## src/rtl/alu_pkg.sv

```systemverilog
// Shared definitions for the accumulator ALU and its operation sequencer:
// function codes, the no-op encoding, the op record and the sequencer states.
package alu_pkg;

   localparam logic [2:0] FN_ADD     = 3'b000;
   localparam logic [2:0] FN_OR_ANY  = 3'b001;
   localparam logic [2:0] FN_AND_ALL = 3'b010;
   localparam logic [2:0] FN_CONCAT  = 3'b011;

   // ADD of zero reloads {4'b0000, B}: keeps the accumulator low nibble.
   localparam logic [2:0] NOP_FUNC = FN_ADD;
   localparam logic [3:0] NOP_DATA = 4'h0;

   typedef struct packed {
      logic [2:0] func;
      logic [3:0] data;
   } op_t;

   localparam op_t NOP_OP = '{func: NOP_FUNC, data: NOP_DATA};

   typedef enum logic [1:0] {
      IDLE    = 2'd0,
      ISSUE   = 2'd1,
      CAPTURE = 2'd2,
      RESULT  = 2'd3
   } seq_state_t;

endpackage

```

## src/rtl/op_fifo.sv

```systemverilog
// Synchronous op FIFO with count-based full/empty flags; DEPTH is a power of two.
// Pushes while full and pops while empty are dropped inside the FIFO.
module op_fifo
   import alu_pkg::*;
#(
   parameter int DEPTH = 8
) (
   input  logic Clock,
   input  logic Reset_b,
   input  logic push,
   input  op_t  push_op,
   input  logic pop,
   output op_t  head,
   output logic full,
   output logic empty
);

   localparam int AW = (DEPTH > 2) ? $clog2(DEPTH) : 1;

   op_t           mem [DEPTH];
   logic [AW-1:0] wr_ptr;
   logic [AW-1:0] rd_ptr;
   logic [AW:0]   count;
   logic          do_push;
   logic          do_pop;

   assign full    = (count == (AW+1)'(DEPTH));
   assign empty   = (count == '0);
   assign do_push = push && !full;
   assign do_pop  = pop && !empty;
   assign head    = mem[rd_ptr];

   // Storage is not reset; only the pointers and count define validity.
   always_ff @(posedge Clock) begin
      if (do_push) begin
         mem[wr_ptr] <= push_op;
      end
   end

   always_ff @(posedge Clock or negedge Reset_b) begin
      if (!Reset_b) begin
         wr_ptr <= '0;
         rd_ptr <= '0;
         count  <= '0;
      end else begin
         if (do_push) begin
            wr_ptr <= wr_ptr + 1'b1;
         end
         if (do_pop) begin
            rd_ptr <= rd_ptr + 1'b1;
         end
         case ({do_push, do_pop})
            2'b10:   count <= count + 1'b1;
            2'b01:   count <= count - 1'b1;
            default: count <= count;
         endcase
      end
   end

endmodule

```

## src/rtl/alu_op_sequencer.sv

```systemverilog
// Initiator for the accumulator ALU: queues ops, issues one at a time with a
// no-op between them, and returns each registered result over valid/ready.
module alu_op_sequencer
   import alu_pkg::*;
#(
   parameter int DEPTH = 8,
   parameter int CNT_W = 8
) (
   input  logic             Clock,
   input  logic             Reset_b,
   input  logic             op_valid,
   output logic             op_ready,
   input  logic [2:0]       op_func,
   input  logic [3:0]       op_data,
   output logic [3:0]       alu_data,
   output logic [2:0]       alu_func,
   input  logic [7:0]       alu_result,
   output logic             res_valid,
   input  logic             res_ready,
   output logic [7:0]       res_data,
   output logic [CNT_W-1:0] ops_issued,
   output seq_state_t       seq_state
);

   // Handshakes: a transfer happens on a rising edge where valid && ready.
   // A source holds valid and its payload stable until that transfer; ready
   // never depends combinationally on the other side's valid.

   seq_state_t       state_q, state_d;
   op_t              alu_op_q, alu_op_d;
   logic             res_valid_q, res_valid_d;
   logic [7:0]       res_data_q, res_data_d;
   logic [CNT_W-1:0] cnt_q, cnt_d;

   op_t  fifo_head;
   logic fifo_full;
   logic fifo_empty;
   logic pop;

   op_fifo #(.DEPTH(DEPTH)) u_op_fifo (
      .Clock   (Clock),
      .Reset_b (Reset_b),
      .push    (op_valid),
      .push_op ('{func: op_func, data: op_data}),
      .pop     (pop),
      .head    (fifo_head),
      .full    (fifo_full),
      .empty   (fifo_empty)
   );

   always_comb begin
      state_d     = state_q;
      alu_op_d    = alu_op_q;
      res_valid_d = res_valid_q;
      res_data_d  = res_data_q;
      cnt_d       = cnt_q;
      pop         = 1'b0;
      case (state_q)
         IDLE: begin
            alu_op_d = NOP_OP;
            if (!fifo_empty) begin
               pop      = 1'b1;
               alu_op_d = fifo_head;
               state_d  = ISSUE;
            end
         end
         ISSUE: begin
            alu_op_d = NOP_OP;
            cnt_d    = cnt_q + 1'b1;
            state_d  = CAPTURE;
         end
         // The accumulator holds the op's result now; the no-op lands after.
         CAPTURE: begin
            res_data_d  = alu_result;
            res_valid_d = 1'b1;
            state_d     = RESULT;
         end
         RESULT: begin
            if (res_ready) begin
               res_valid_d = 1'b0;
               state_d     = IDLE;
            end
         end
         default: begin
            alu_op_d = NOP_OP;
            state_d  = IDLE;
         end
      endcase
   end

   always_ff @(posedge Clock or negedge Reset_b) begin
      if (!Reset_b) begin
         state_q     <= IDLE;
         alu_op_q    <= NOP_OP;
         res_valid_q <= 1'b0;
         res_data_q  <= 8'h00;
         cnt_q       <= '0;
      end else begin
         state_q     <= state_d;
         alu_op_q    <= alu_op_d;
         res_valid_q <= res_valid_d;
         res_data_q  <= res_data_d;
         cnt_q       <= cnt_d;
      end
   end

   assign op_ready   = !fifo_full;
   assign alu_data   = alu_op_q.data;
   assign alu_func   = alu_op_q.func;
   assign res_valid  = res_valid_q;
   assign res_data   = res_data_q;
   assign ops_issued = cnt_q;
   assign seq_state  = state_q;

endmodule

```

## config.mk

```make
export PLATFORM = sky130hd
export DESIGN_NAME = alu_op_sequencer
export DESIGN_NICKNAME = d
export VERILOG_FILES = /design/src/rtl/alu_pkg.sv /design/src/rtl/op_fifo.sv /design/src/rtl/alu_op_sequencer.sv
export SDC_FILE = /design/constraint.sdc
export NUM_CORES = 1
export LEC_CHECK = 0
export ABC_AREA = 1
export BUFFER_PORTS_ARGS = -buffer_cell sky130_fd_sc_hd__buf_2
export CORE_MARGIN = 2
export CORE_UTILIZATION = 55
export DETAILED_ROUTE_END_ITERATION = 6
export PLACE_DENSITY = 0.82
export RECOVER_POWER = 100
export SLEW_MARGIN = 40
export SYNTH_ARGS = -nofsm -noshare
export SYNTH_HDL_FRONTEND = slang
export SYNTH_SLANG_ARGS = --single-unit
```

## constraint.sdc

```tcl
create_clock -name Clock -period 4.85 [get_ports Clock]
set_input_delay 1.455 -clock Clock [delete_from_list [all_inputs] [get_ports Clock]]
set_output_delay 1.455 -clock Clock [all_outputs]
set_load 0.05 [all_outputs]
```

==> reports/results.tsv <==
stage	metric	value	unit
synth	ys_ff_latch	92	
floorplanning	pin_count	46	
sta	setup_ws	1.94	ns
final_layout	final_nets	460	
final_layout	area_delta_synth_final	11.0	%
routing	drt_pass1_iterations	5	
setup_path	worstSetupPathType	register to primary output	
setup_path	cp-end-kind	primary output	
floorplanning	initial_core_util	0.565	
clock_tree	worstSkewPairLatency	0.36	ns
setup_path	crit_arrival	1.45	ns
clock_tree	path_clk_slew	0.09	ns
floorplanning	row_count	31	
sta	fmax	344	MHz
grt	first_global_vias	2802	
clock_tree	cts_buffer_depth	2	
sta	worst_pin_slew	1.91	ns
sta	rsz0062_at_grt	no	
setup_path	critPathMaxFanout	4	
synth	yosysUniqueCellTypes	26	
hold_path	hold_class	register to register	
routing	drc	0	
grt	grt_first_pass_wirelength	13.5	mm
clock_tree	cts-htree-levels	3	
routing	num_vias	2793	
routing	avgViaCountPerCell	5.23	
routing	drtIter0Drc	233	
clock_tree	root_buffer	clkbuf_8	
power_and_ir_drop	peakVddDrop	0.000336	V
grt	grt_overflow	0	
synth	yosysWarnings	0	
clock_tree	cts_tree	done	
synth	seq_area_frac_synth	0.637	
sta	slew_headroom	-0.273	
job	maxCapViolations	1	
synth	syn_nets	414	
synth	ys_top_cells_by_area	edfxtp_1 (42%), dfrtp_1 (22%), nand2_1 (13%), nand3_1 (4.1%), ha_1 (3.4%)	
routing	wirelength	8.17	mm
final_layout	drive_gt1_frac	0.0920	
grt	grt_max_degree	37	
clock_tree	ctsHoldBuffers	0	
floorplanning	core_area	0.00718	mm²
placed_design	port_buffers	45	
clock_tree	numCtsBuffers	9	
setup_path	reg2reg_from	u_op_fifo.rd_ptr[0]	
sta	drv_slew	37	
synth	yosysTopAreaCell	edfxtp_1	
power_and_ir_drop	power.leakage	2.01	nW
synth	synth_area	0.00405	mm²
clock_tree	clkSinkCount	92	
status	status	finished, violations left	
clock_tree	cts_setup_buffers	0	
hold_path	min-delay-start	alu_func[1]	
placed_design	place_ws	2.07	ns
floorplanning	die_height	89.8	µm
routing	postRouteAntennaNets	0	
power_and_ir_drop	power_density	680	mW/mm²
setup_path	startpoint	u_op_fifo.count[0]	
synth	syn_inst	384	
placed_design	place_congestion	0.832	
setup_path	worstSetupStartpointType	register	
synth	syn_avg_cell_area	10.6	µm²
synth	synth.top_cell.area_share	0.415	
status	violations	capacitance limit, slew limit	
sta	period_minus_slack	2.91	ns
grt	track_usage	0.216	
final_layout	antenna_cells	0	
floorplanning	fp.dieW	89.8	µm
routing	post_drt_wl_per_cell	15.3	µm
sta	fin_crit_sh	0.600	
clock_tree	post_cts_resize_count	0	
placed_design	hpwl	5.57	mm
sta	setup_viol	0	
grt	antenna_found_initial	0	
sta	final-hold-violation-count	0	
sta	fin_skew	0.0152	ns
setup_path	required	3.39	ns
floorplanning	die_area	0.00807	mm²
sta	setup-tns-final	0	ns
==> per-stage QoR <==
step            util  hold slack (ns)  instance area [µm²]  std cells  power [mW]
2_1_floorplan      -            0.482                 4050        384        2.23
3_3_place_gp   0.603            0.464                 4320        518        2.45
3_5_place_dp   0.603            0.466                 4330        518        2.51
4_1_cts        0.638            0.488                 4580        534        3.10
5_1_grt        0.627            0.520                 4500        534        3.26
6_report       0.627            0.494                 4500        534        3.06
==> metal layers <==
metal | GRT usage | wire length [µm] | vias to the layer above
li1 | - | - | 1328
met1 | 0.284 | 3490 | 1329
met2 | 0.333 | 3840 | 107
met3 | 0.0402 | 469 | 29
met4 | 0.137 | 374 | 0
met5 | 0 | 0 | -
==> sequential cells by signal, indices dropped and copies added, names as in the netlist, 2 cells and up <==
register	flops
u_op_fifo.wr_ptr	3
alu_func	3
u_op_fifo.mem	56
seq_state	2
alu_data	4
u_op_fifo.count	4
u_op_fifo.rd_ptr	3
ops_issued	8
res_data	8
==> logic make-up after synthesis <==
kind of cell | count (synthesis) | synth area share
and+or+nand+nor | 202 | 0.211
xor gates and xnor gates | 11 | 0.0238
muxes | 9 | 0.0250
adders and majority gates | 11 | 0.0340
AOI/OAI and AO/OA | 10 | 0.0142
buffers and inverters | 49 | 0.0550
DFF | 92 | 0.637
==> synthesized netlist by cell type (all sizes together) <==
cell type and instances:
o22ai 1, xor2 8, clkbuf 1, inv 39
mux2 9, nand2 144, dfrtp 36, ha 11
nor2 19, nand4 2, a21oi 2, buf 9
o21ai 7, xnor2 3, nor3 1, or2 1
nand3 35, edfxtp 56
==> worst max-delay path, cell delays in order, from the launching register on <==
cell	delay, ns
dfrtp_1	0.43
nor2_2	0.08
nand3_2	0.10
clkbuf_1	0.47
==> where the power goes <==
group	switching (mW)	total [mW]	internal [mW]
sequential	0.185	1.22	1.04
combinational	0.898	1.24	0.343
clock	0.266	0.592	0.326
==> worst paths after layout <==
kind | end | slack (ns) | cells after the start
worst max-delay path | op_ready | 1.94 | 3
worst min-delay path | alu_func[1] | 0.49 | 2
worst max register to register | alu_data[1] | 2.39 | 7
worst min register to register | alu_func[1] | 0.49 | 2
max in group asynchronous | u_op_fifo.wr_ptr[1] | 2.14 | 1
min in group asynchronous | ops_issued[6] | 1.61 | 1
==> cells in the final DEF (no fill, tap or decap), drive strengths merged, types with 2 or more instances in the layout <==
cell | Yosys | layout
clkbuf | 1 | 51
dfrtp | 36 | 36
a21oi | 2 | 2
o21ai | 7 | 7
edfxtp | 56 | 56
nor2 | 19 | 19
inv | 39 | 41
nand4 | 2 | 2
xor2 | 8 | 8
xnor2 | 3 | 3
mux2 | 9 | 9
nand2 | 144 | 144
ha | 11 | 11
nand3 | 35 | 35
buf | 9 | 8
==> cell type report <==
| class | count | area, µm² |
|---|---|---|
| inverters | 39 | 146 |
| well taps | 99 | 124 |
| fillers | 570 | 2680 |
| flip-flops and latches | 92 | 2580 |
| multi-input cells | 243 | 1210 |
| clock inverters | 2 | 12.5 |
| repair buffers | 45 | 179 |
| clock buffers | 14 | 238 |
No activity file was read; power rests on OpenSTA's default activity.
